### src/rtl/native_axil_bridge_if.sv
// Native memory request port plus AXI4-Lite master channels of the bridge.
// master = the bridge; slave = the core and RAM around it.
interface native_axil_bridge_if;
  // Each channel transfers on a rising clk edge where valid && ready are both high.
  // A sender holds valid and its payload stable until that edge. A receiver may
  // change ready freely.
  logic        mem_valid;
  logic [31:0] mem_addr;
  logic [31:0] mem_wdata;
  logic [3:0]  mem_wstrb;
  logic        mem_ready;
  logic [31:0] mem_rdata;
  logic        axi_awvalid;
  logic        axi_awready;
  logic [31:0] axi_awaddr;
  logic        axi_wvalid;
  logic        axi_wready;
  logic [31:0] axi_wdata;
  logic [3:0]  axi_wstrb;
  logic        axi_bvalid;
  logic        axi_bready;
  logic        axi_arvalid;
  logic        axi_arready;
  logic [31:0] axi_araddr;
  logic        axi_rvalid;
  logic        axi_rready;
  logic [31:0] axi_rdata;

  modport master (
    input  mem_valid, mem_addr, mem_wdata, mem_wstrb,
    output mem_ready, mem_rdata,
    output axi_awvalid, axi_awaddr, axi_wvalid, axi_wdata, axi_wstrb, axi_bready,
    output axi_arvalid, axi_araddr, axi_rready,
    input  axi_awready, axi_wready, axi_bvalid, axi_arready, axi_rvalid, axi_rdata
  );

  modport slave (
    output mem_valid, mem_addr, mem_wdata, mem_wstrb,
    input  mem_ready, mem_rdata,
    input  axi_awvalid, axi_awaddr, axi_wvalid, axi_wdata, axi_wstrb, axi_bready,
    input  axi_arvalid, axi_araddr, axi_rready,
    output axi_awready, axi_wready, axi_bvalid, axi_arready, axi_rvalid, axi_rdata
  );
endinterface

### src/rtl/native_axil_bridge.sv
// Native mem_valid/mem_ready port to AXI4-Lite master, one transaction in flight.
// Requests outside the RAM window complete locally with a sticky bus_err.
module native_axil_bridge #(
  parameter logic [31:0] ADDR_BASE = 32'h0000_0000,
  parameter logic [31:0] ADDR_SIZE = 32'h0000_4000
) (
  input  logic                 clk,
  input  logic                 rst_n,
  native_axil_bridge_if.master bus,
  output logic                 bus_err,
  output logic [2:0]           state_dbg
);

  typedef enum logic [2:0] {
    IDLE    = 3'd0,
    WR_REQ  = 3'd1,
    WR_RESP = 3'd2,
    RD_REQ  = 3'd3,
    RD_RESP = 3'd4,
    DONE    = 3'd5
  } state_t;

  state_t      state_q, state_d;
  logic [31:0] addr_q, addr_d;
  logic [31:0] wdata_q, wdata_d;
  logic [3:0]  wstrb_q, wstrb_d;
  logic        awvalid_q, awvalid_d;
  logic        wvalid_q, wvalid_d;
  logic        bready_q, bready_d;
  logic        arvalid_q, arvalid_d;
  logic        rready_q, rready_d;
  logic        mem_ready_q, mem_ready_d;
  logic [31:0] mem_rdata_q, mem_rdata_d;
  logic        err_q, err_d;

  // 33-bit bounds so a window ending exactly at 2^32 does not wrap to zero.
  logic [32:0] win_lo, win_hi, req_addr;
  logic        in_window;

  assign win_lo    = {1'b0, ADDR_BASE};
  assign win_hi    = {1'b0, ADDR_BASE} + {1'b0, ADDR_SIZE};
  assign req_addr  = {1'b0, bus.mem_addr};
  assign in_window = (req_addr >= win_lo) && (req_addr < win_hi);

  always_comb begin
    state_d     = state_q;
    addr_d      = addr_q;
    wdata_d     = wdata_q;
    wstrb_d     = wstrb_q;
    awvalid_d   = awvalid_q;
    wvalid_d    = wvalid_q;
    bready_d    = bready_q;
    arvalid_d   = arvalid_q;
    rready_d    = rready_q;
    mem_ready_d = 1'b0;
    mem_rdata_d = mem_rdata_q;
    err_d       = err_q;
    unique case (state_q)
      IDLE: begin
        if (bus.mem_valid) begin
          addr_d  = bus.mem_addr;
          wdata_d = bus.mem_wdata;
          wstrb_d = bus.mem_wstrb;
          if (!in_window) begin
            state_d     = DONE;
            mem_ready_d = 1'b1;
            mem_rdata_d = 32'h0;
            err_d       = 1'b1;
          end else if (bus.mem_wstrb != 4'b0000) begin
            state_d   = WR_REQ;
            awvalid_d = 1'b1;
            wvalid_d  = 1'b1;
          end else begin
            state_d   = RD_REQ;
            arvalid_d = 1'b1;
          end
        end
      end
      WR_REQ: begin
        // Address and data channels retire independently; leave once both have.
        if (awvalid_q && bus.axi_awready) awvalid_d = 1'b0;
        if (wvalid_q && bus.axi_wready)   wvalid_d  = 1'b0;
        if ((!awvalid_q || bus.axi_awready) && (!wvalid_q || bus.axi_wready)) begin
          state_d  = WR_RESP;
          bready_d = 1'b1;
        end
      end
      WR_RESP: begin
        if (bus.axi_bvalid) begin
          state_d     = DONE;
          bready_d    = 1'b0;
          mem_ready_d = 1'b1;
        end
      end
      RD_REQ: begin
        if (bus.axi_arready) begin
          state_d   = RD_RESP;
          arvalid_d = 1'b0;
          rready_d  = 1'b1;
        end
      end
      RD_RESP: begin
        if (bus.axi_rvalid) begin
          state_d     = DONE;
          rready_d    = 1'b0;
          mem_rdata_d = bus.axi_rdata;
          mem_ready_d = 1'b1;
        end
      end
      DONE:    state_d = IDLE;
      default: state_d = IDLE;
    endcase
  end

  always_ff @(posedge clk or negedge rst_n) begin
    if (!rst_n) begin
      state_q     <= IDLE;
      addr_q      <= 32'h0;
      wdata_q     <= 32'h0;
      wstrb_q     <= 4'h0;
      awvalid_q   <= 1'b0;
      wvalid_q    <= 1'b0;
      bready_q    <= 1'b0;
      arvalid_q   <= 1'b0;
      rready_q    <= 1'b0;
      mem_ready_q <= 1'b0;
      mem_rdata_q <= 32'h0;
      err_q       <= 1'b0;
    end else begin
      state_q     <= state_d;
      addr_q      <= addr_d;
      wdata_q     <= wdata_d;
      wstrb_q     <= wstrb_d;
      awvalid_q   <= awvalid_d;
      wvalid_q    <= wvalid_d;
      bready_q    <= bready_d;
      arvalid_q   <= arvalid_d;
      rready_q    <= rready_d;
      mem_ready_q <= mem_ready_d;
      mem_rdata_q <= mem_rdata_d;
      err_q       <= err_d;
    end
  end

  assign bus.axi_awvalid = awvalid_q;
  assign bus.axi_awaddr  = addr_q;
  assign bus.axi_wvalid  = wvalid_q;
  assign bus.axi_wdata   = wdata_q;
  assign bus.axi_wstrb   = wstrb_q;
  assign bus.axi_bready  = bready_q;
  assign bus.axi_arvalid = arvalid_q;
  assign bus.axi_araddr  = addr_q;
  assign bus.axi_rready  = rready_q;
  assign bus.mem_ready   = mem_ready_q;
  assign bus.mem_rdata   = mem_rdata_q;
  assign bus_err         = err_q;
  assign state_dbg       = state_q;

endmodule

### src/flat_wrapper.sv
// flat-port wrapper written by rule: the top's interface ports become plain ports
module native_axil_bridge_flat 
#(
  parameter logic [31:0] ADDR_BASE = 32'h0000_0000,
  parameter logic [31:0] ADDR_SIZE = 32'h0000_4000
)
  (clk, rst_n, bus_err, state_dbg, bus_mem_valid, bus_mem_addr, bus_mem_wdata, bus_mem_wstrb, bus_mem_ready, bus_mem_rdata, bus_axi_awvalid, bus_axi_awaddr, bus_axi_wvalid, bus_axi_wdata, bus_axi_wstrb, bus_axi_bready, bus_axi_arvalid, bus_axi_araddr, bus_axi_rready, bus_axi_awready, bus_axi_wready, bus_axi_bvalid, bus_axi_arready, bus_axi_rvalid, bus_axi_rdata);
  native_axil_bridge_if bus_i ();
  input  logic clk;
  input  logic rst_n;
  output logic bus_err;
  output logic [2:0] state_dbg;
  input wire logic [$bits(bus_i.mem_valid)-1:0] bus_mem_valid;
  input wire logic [$bits(bus_i.mem_addr)-1:0] bus_mem_addr;
  input wire logic [$bits(bus_i.mem_wdata)-1:0] bus_mem_wdata;
  input wire logic [$bits(bus_i.mem_wstrb)-1:0] bus_mem_wstrb;
  output wire logic [$bits(bus_i.mem_ready)-1:0] bus_mem_ready;
  output wire logic [$bits(bus_i.mem_rdata)-1:0] bus_mem_rdata;
  output wire logic [$bits(bus_i.axi_awvalid)-1:0] bus_axi_awvalid;
  output wire logic [$bits(bus_i.axi_awaddr)-1:0] bus_axi_awaddr;
  output wire logic [$bits(bus_i.axi_wvalid)-1:0] bus_axi_wvalid;
  output wire logic [$bits(bus_i.axi_wdata)-1:0] bus_axi_wdata;
  output wire logic [$bits(bus_i.axi_wstrb)-1:0] bus_axi_wstrb;
  output wire logic [$bits(bus_i.axi_bready)-1:0] bus_axi_bready;
  output wire logic [$bits(bus_i.axi_arvalid)-1:0] bus_axi_arvalid;
  output wire logic [$bits(bus_i.axi_araddr)-1:0] bus_axi_araddr;
  output wire logic [$bits(bus_i.axi_rready)-1:0] bus_axi_rready;
  input wire logic [$bits(bus_i.axi_awready)-1:0] bus_axi_awready;
  input wire logic [$bits(bus_i.axi_wready)-1:0] bus_axi_wready;
  input wire logic [$bits(bus_i.axi_bvalid)-1:0] bus_axi_bvalid;
  input wire logic [$bits(bus_i.axi_arready)-1:0] bus_axi_arready;
  input wire logic [$bits(bus_i.axi_rvalid)-1:0] bus_axi_rvalid;
  input wire logic [$bits(bus_i.axi_rdata)-1:0] bus_axi_rdata;
  assign bus_i.mem_valid = bus_mem_valid;
  assign bus_i.mem_addr = bus_mem_addr;
  assign bus_i.mem_wdata = bus_mem_wdata;
  assign bus_i.mem_wstrb = bus_mem_wstrb;
  assign bus_mem_ready = bus_i.mem_ready;
  assign bus_mem_rdata = bus_i.mem_rdata;
  assign bus_axi_awvalid = bus_i.axi_awvalid;
  assign bus_axi_awaddr = bus_i.axi_awaddr;
  assign bus_axi_wvalid = bus_i.axi_wvalid;
  assign bus_axi_wdata = bus_i.axi_wdata;
  assign bus_axi_wstrb = bus_i.axi_wstrb;
  assign bus_axi_bready = bus_i.axi_bready;
  assign bus_axi_arvalid = bus_i.axi_arvalid;
  assign bus_axi_araddr = bus_i.axi_araddr;
  assign bus_axi_rready = bus_i.axi_rready;
  assign bus_i.axi_awready = bus_axi_awready;
  assign bus_i.axi_wready = bus_axi_wready;
  assign bus_i.axi_bvalid = bus_axi_bvalid;
  assign bus_i.axi_arready = bus_axi_arready;
  assign bus_i.axi_rvalid = bus_axi_rvalid;
  assign bus_i.axi_rdata = bus_axi_rdata;
  native_axil_bridge #(.ADDR_BASE(ADDR_BASE), .ADDR_SIZE(ADDR_SIZE)) u_core (.clk(clk), .rst_n(rst_n), .bus(bus_i), .bus_err(bus_err), .state_dbg(state_dbg));
endmodule
### config.mk
export PLATFORM = sky130hd
export DESIGN_NAME = native_axil_bridge_flat
export DESIGN_NICKNAME = d
export VERILOG_FILES = /design/src/rtl/native_axil_bridge_if.sv /design/src/rtl/native_axil_bridge.sv /design/src/flat_wrapper.sv
export SDC_FILE = /design/constraint.sdc
export NUM_CORES = 1
export LEC_CHECK = 0
export ABC_AREA = 0
export CAP_MARGIN = 0
export CORE_MARGIN = 2
export CORE_UTILIZATION = 40
export DETAILED_ROUTE_END_ITERATION = 6
export DONT_BUFFER_PORTS = 1
export GPL_TIMING_DRIVEN = 0
export REMOVE_ABC_BUFFERS = 1
export SLEW_MARGIN = 20
export SYNTH_ARGS = -nofsm -noshare
export SYNTH_HDL_FRONTEND = slang
export SYNTH_SLANG_ARGS = --single-unit
export TNS_END_PERCENT = 10
### constraint.sdc
create_clock -name clk -period 4.2 [get_ports clk]
set_input_delay 0.63 -clock clk [delete_from_list [all_inputs] [get_ports clk]]
set_output_delay 0.63 -clock clk [all_outputs]
set_load 0.02 [all_outputs]
* Word level (Yosys, flattened, before mapping)
Index checks and enable logic that the tools add are counted.
** Storage, ports and cells
- Input bits :: 108
- Register bits :: 110
- Output and inout bits :: 142
- Word-level logic and storage cells :: 89
** Operators by class
- Bitwise gates (word level) :: 1
- Magnitude comparators :: 2
- Reductions and logical operators :: 24
- Equality and inequality tests :: 15
- Multiplexer cells :: 35
** Operators by type and width (number)
- two-way mux 32 bit :: 3
- one-hot mux 32 bit (2 select lines) :: 1
- greater-or-equal comparator 32 x 1 -> 1 bit (second input constant) :: 1
- less-than comparator 32 x 15 -> 1 bit (second input constant) :: 1
- AND reduction 5 bit :: 4
- two-way mux 3 bit :: 6
- two-way mux 1 bit :: 17
- one-hot mux 3 bit (5 select lines) :: 1
- inequality test 2 bit (second input constant) :: 6
- inequality test 2 x 1 -> 1 bit (second input constant) :: 5
- one-hot mux 1 bit (2 select lines) :: 5
- nonzero test 2 bit :: 5
- AND reduction 3 bit :: 3
- == test 3 x 2 -> 1 bit (second input constant) :: 2
- logical AND 1 bit :: 4
- AND reduction 4 bit :: 1
- nonzero test 4 bit :: 1
- == test 3 x 1 -> 1 bit (second input constant) :: 1
- == test 3 bit (second input constant) :: 1
- zero test 3 bit :: 1
- one-hot mux 1 bit (3 select lines) :: 1
- zero test 1 bit :: 2
- logical OR 1 bit :: 2
- two-way mux 2 bit :: 1
- 2 further kinds :: 2

* Longest topological paths before layout
- Word-level depth :: 5
- Gate-level depth with buffers :: 6

* Worst setup path before layout
OpenSTA, ideal clock, no wires.
- Path type :: register to register
- Start point :: reg u_core.state_q[2] (netlist: u_core.state_dbg[2])
- End point :: reg u_core.addr_q[0] (netlist: u_core.bus.axi_araddr[0])
- Arrival time :: 1648 ps
- Required time :: 4073 ps
- Library setup time :: 127 ps
- Stages on the path, launching flop included :: 6
- Setup slack :: 2424 ps
- Path buffers :: 3
- Path through :: dfrtp_1 buf_4 nor4b_4 buf_4 buf_6 mux2_1
** On the way
- Longest elaborated chain between the ends :: 2
** Ends and longest elaborated chain
- start: declaration :: RTL line native_axil_bridge.sv:23 : state_t state_q, state_d;
- start signal: assignment :: RTL line native_axil_bridge.sv:130 : state_q <= state_d;
- zero test 3 bit :: RTL line native_axil_bridge.sv:58 : unique case (state_q)
- AND reduction 2 bit (no source line)
- end signal: assignment :: RTL line native_axil_bridge.sv:131 : addr_q <= addr_d;
- end: declaration :: RTL line native_axil_bridge.sv:24 : logic [31:0] addr_q, addr_d;
Every way passes these cells.
A chain may end at the register's enable or synchronous reset.

* Worst setup path in the final report
- Start point :: reg u_core.state_q[2] (netlist: u_core.state_dbg[2])
- End point :: reg u_core.wdata_q[30] (netlist: u_core.bus.axi_wdata[30])
** On the way
- Longest elaborated chain between the ends :: 2
** Ends and longest elaborated chain
- zero test 3 bit :: RTL line native_axil_bridge.sv:58
- AND reduction 2 bit (no source line)
- end signal: assignment :: RTL line native_axil_bridge.sv:132 : wdata_q <= wdata_d;
- end: declaration :: RTL line native_axil_bridge.sv:25 : logic [31:0] wdata_q, wdata_d;
Every way passes these cells.

==> summary.md <==
| Metric | Value |
|---|---|
| Die Height | about 110 µm |
| Crit Path Category | reg2reg |
| Cell Rows | 38 |
| Leak pwr | between 1.5 and 2 nW |
| # setup viols final | 0 |
| Final Max Tran Viols | 0 |
| Synth Register Bits | 110 |
| Avg WL per Cell | ~23 µm |
| DR iter-0 viols | around 110 |
| Via count | around 2400 |
| Area Overhead vs Synth | 2.66% |
| Vias in the first global route | around 2500 |
| Clk slew on worst S/H paths | ~100 ps |
| First-pass GRT wire length | around 13000 µm |
| Antenna viol nets, final | 0 |
| Clock root cell | clkbuf_8 |
| Max rail drop VDD | 428 µV |
| Worst Clk Skew | 10.4 ps |
| Post-synth top area share | 61.6% |
| Most frequent cells in the layout | dfrtp_1, mux2_2, a22o_1, mux2_1, clkbuf_8 |
| Worst Tran Pin Value | slightly above 600 ps |
| Synth area leaders | dfrtp_1, mux2_2, a22o_1 |
| Number of clock sinks | 110 |
| DR DRC count | 0 |
| Worst Path Arrival | 2790 ps |
| Fillers | 996 |
| DRT Pass-1 Iters | 4 |
| Grt total ovfl | 0 |
| CP dominant cell by count | buf_6 |
| Cell taking the most area after synthesis | dfrtp_1 |
| Ys flop type | dfrtp_1 |
| Netlist cell types | 34 |
| Worst path slowest cell | nor4b_4 |
| Htree depth | 3 |
| Detailed Route WL | 9680 µm |
| Hold Crit Class | in2async |
| Number of I/O pins | 250 |
| Reg2reg start | u_core.state_dbg[2] |
| F_max | 395 MHz |
| Synthesized area | 4470 µm² |
| R2R Path End | u_core.bus.axi_wdata[30] |
| Cts bufs inserted | 9 |
| Total core area | 10900 µm² |
| Via/cell ratio | between 5 and 6 |
| Reg2Reg Depth | 6 |
| Pwr/cell area | 964 nW/µm² |
| Diodes inserted | 0 |
| Clock Latency Late Sink | 370 ps |
| Post-synth EDFFs | 0 |
| Slew margin rel. | 58.8% |
| Startpoint types | flop |
| Ys Warns | 0 |
| Hold Fails Final Rpt | 0 |
| Die width | ~110 µm |
| RSZ-0062 raised after global routing | no |
| Seq/Total Area, Yosys | 61.6% |
| Tot Pwr | between 4 and 5 mW |
| Fraction of layout cells with a size suffix above 1 | 29.3% |
| Slowest stage delay, CP | 630 ps |
| Critical Path RT | 4460 ps |
| Post_cts resized | 0 |
| Antenna violations before repair | 0 |
| Outcome | completed |
| CTS tree | built |
| Post-layout minimum cycle time | ~2500 ps |
| Total GRT Usage | 15.3% |
| Syn_area_per_cell | 14.5 µm² |
| Fin crit share | approximately three fifths |
| Bufs on Longest Clock Path | 2 |
| Initial core utilization | around 41% |
| Ys async rst share | 100% |
| Port Buffer Count | 0 |
| Die area | 12000 µm² |
| CP Capture Type | flop |
| Largest net degree at the start of global routing | 111 |
| Crit-path max FO | 14 |
| Post-detail-place hpwl | between 7000 and 8000 µm |
| Commonest non-fill, non-tap cell in the layout | dfrtp_1 |
| Cell chain of the critical path | nor4b_4 > buf_8 > buf_4 > buf_6 > buf_6 > mux2_2 |
| Fin Hold WS | 179 ps |
| Maxcap violations | 0 |
| GPL Wtd Cong | 0.835 |
| Mapped Cells | 308 |
| Final #Nets | 386 |
| R2r setup slk | between 1500 and 2000 ps |
==> routing by layer <==
metal / GRT usage [%] / wire, µm
met3: 7.11 / 1260
met1: 15.5 / 3490
met5: 0 / 0
met2: 26.4 / 4750
met4: 7.59 / 185
==> sequential cells by signal, indices dropped and copies added, names as in the netlist, 3 cells and up <==
name	flops
u_core.bus.axi_wdata	32
u_core.state_dbg	3
u_core.bus.axi_araddr	32
u_core.bus.mem_rdata	32
u_core.bus.axi_wstrb	4
==> worst max-delay path, delay by kind of cell (launching register included) <==
family	cells	cell delay (ps)
buffers and inverters	4	800
multiplexers	1	360
flip-flops	1	620
AND/OR/NAND/NOR	1	630
==> Yosys cell counts (all sizes together), types with 2 or more instances <==
library cell	number
inv	5
nor2	3
nor3	3
o22ai	2
buf	48
and3	2
a2bb2oi	3
mux2	68
nand3	2
o31ai	2
nor4	6
o21ai	3
a22o	32
dfrtp	110
nand2	5
==> logic make-up (layout without fill, tap and decap cells) <==
family | after synthesis | count (layout) | synth area share (%)
AOI/OAI and AO/OA | 50 | 50 | 9.49
buffers and inverters | 54 | 29 | 8.09
DFF | 110 | 110 | 61.6
muxes | 69 | 69 | 17.4
and+or+nand+nor | 25 | 25 | 3.44
==> final cells by class <==
class                      count  area [µm²]  area share, %
timing repair buffer           8         103           2.24
multi-input combinational    144        1360           29.5
inverter                       5        18.8          0.409
tap                          140         175           3.82
clock buffer                  12         135           2.95
clock inverter                 4        47.5           1.04
sequential                   110        2750           60.0
==> how the worst max path moves through the flow <==
| stage | startpoint | endpoint | depth (start not counted) |
|---|---|---|---|
| floorplan | u_core.state_dbg[2] | u_core.bus.axi_arvalid | 4 |
| global placement | u_core.state_dbg[2] | u_core.bus.axi_arvalid | 4 |
| detailed placement | bus_mem_addr[18] | u_core.bus.mem_rdata[30] | 4 |
| CTS | u_core.state_dbg[2] | u_core.bus.axi_wdata[30] | 6 |
| global route | u_core.state_dbg[2] | u_core.bus.axi_wdata[3] | 6 |
| finish | u_core.state_dbg[2] | u_core.bus.axi_wdata[30] | 6 |
==> report_power, final <==
part           switching [mW]  internal [mW]
sequential               1.31           1.56
clock                   0.343          0.275
combinational           0.384          0.552
==> through the flow <==
step	cell area [µm²]	setup slack, ps	setup TNS (ps)	instances	utilization (%)
final	4590	1670	0	423	42.1
after detailed placement	4360	1430	0	405	40.1
after global placement	4300	-382	-16260	399	39.5
after floorplan	4130	701	0	259	-
after global routing	4590	1540	0	423	42.1
after CTS	4570	1640	0	422	42.0
==> what timing repair did <==
| item | 4_1_cts | 5_1_grt |
|---|---|---|
| buffers inserted | 0 | 0 |
| hold buffers | 1 | 0 |
| endpoints found under the hold margin | 110 | 0 |
Power figures use the tool's default switching activity.
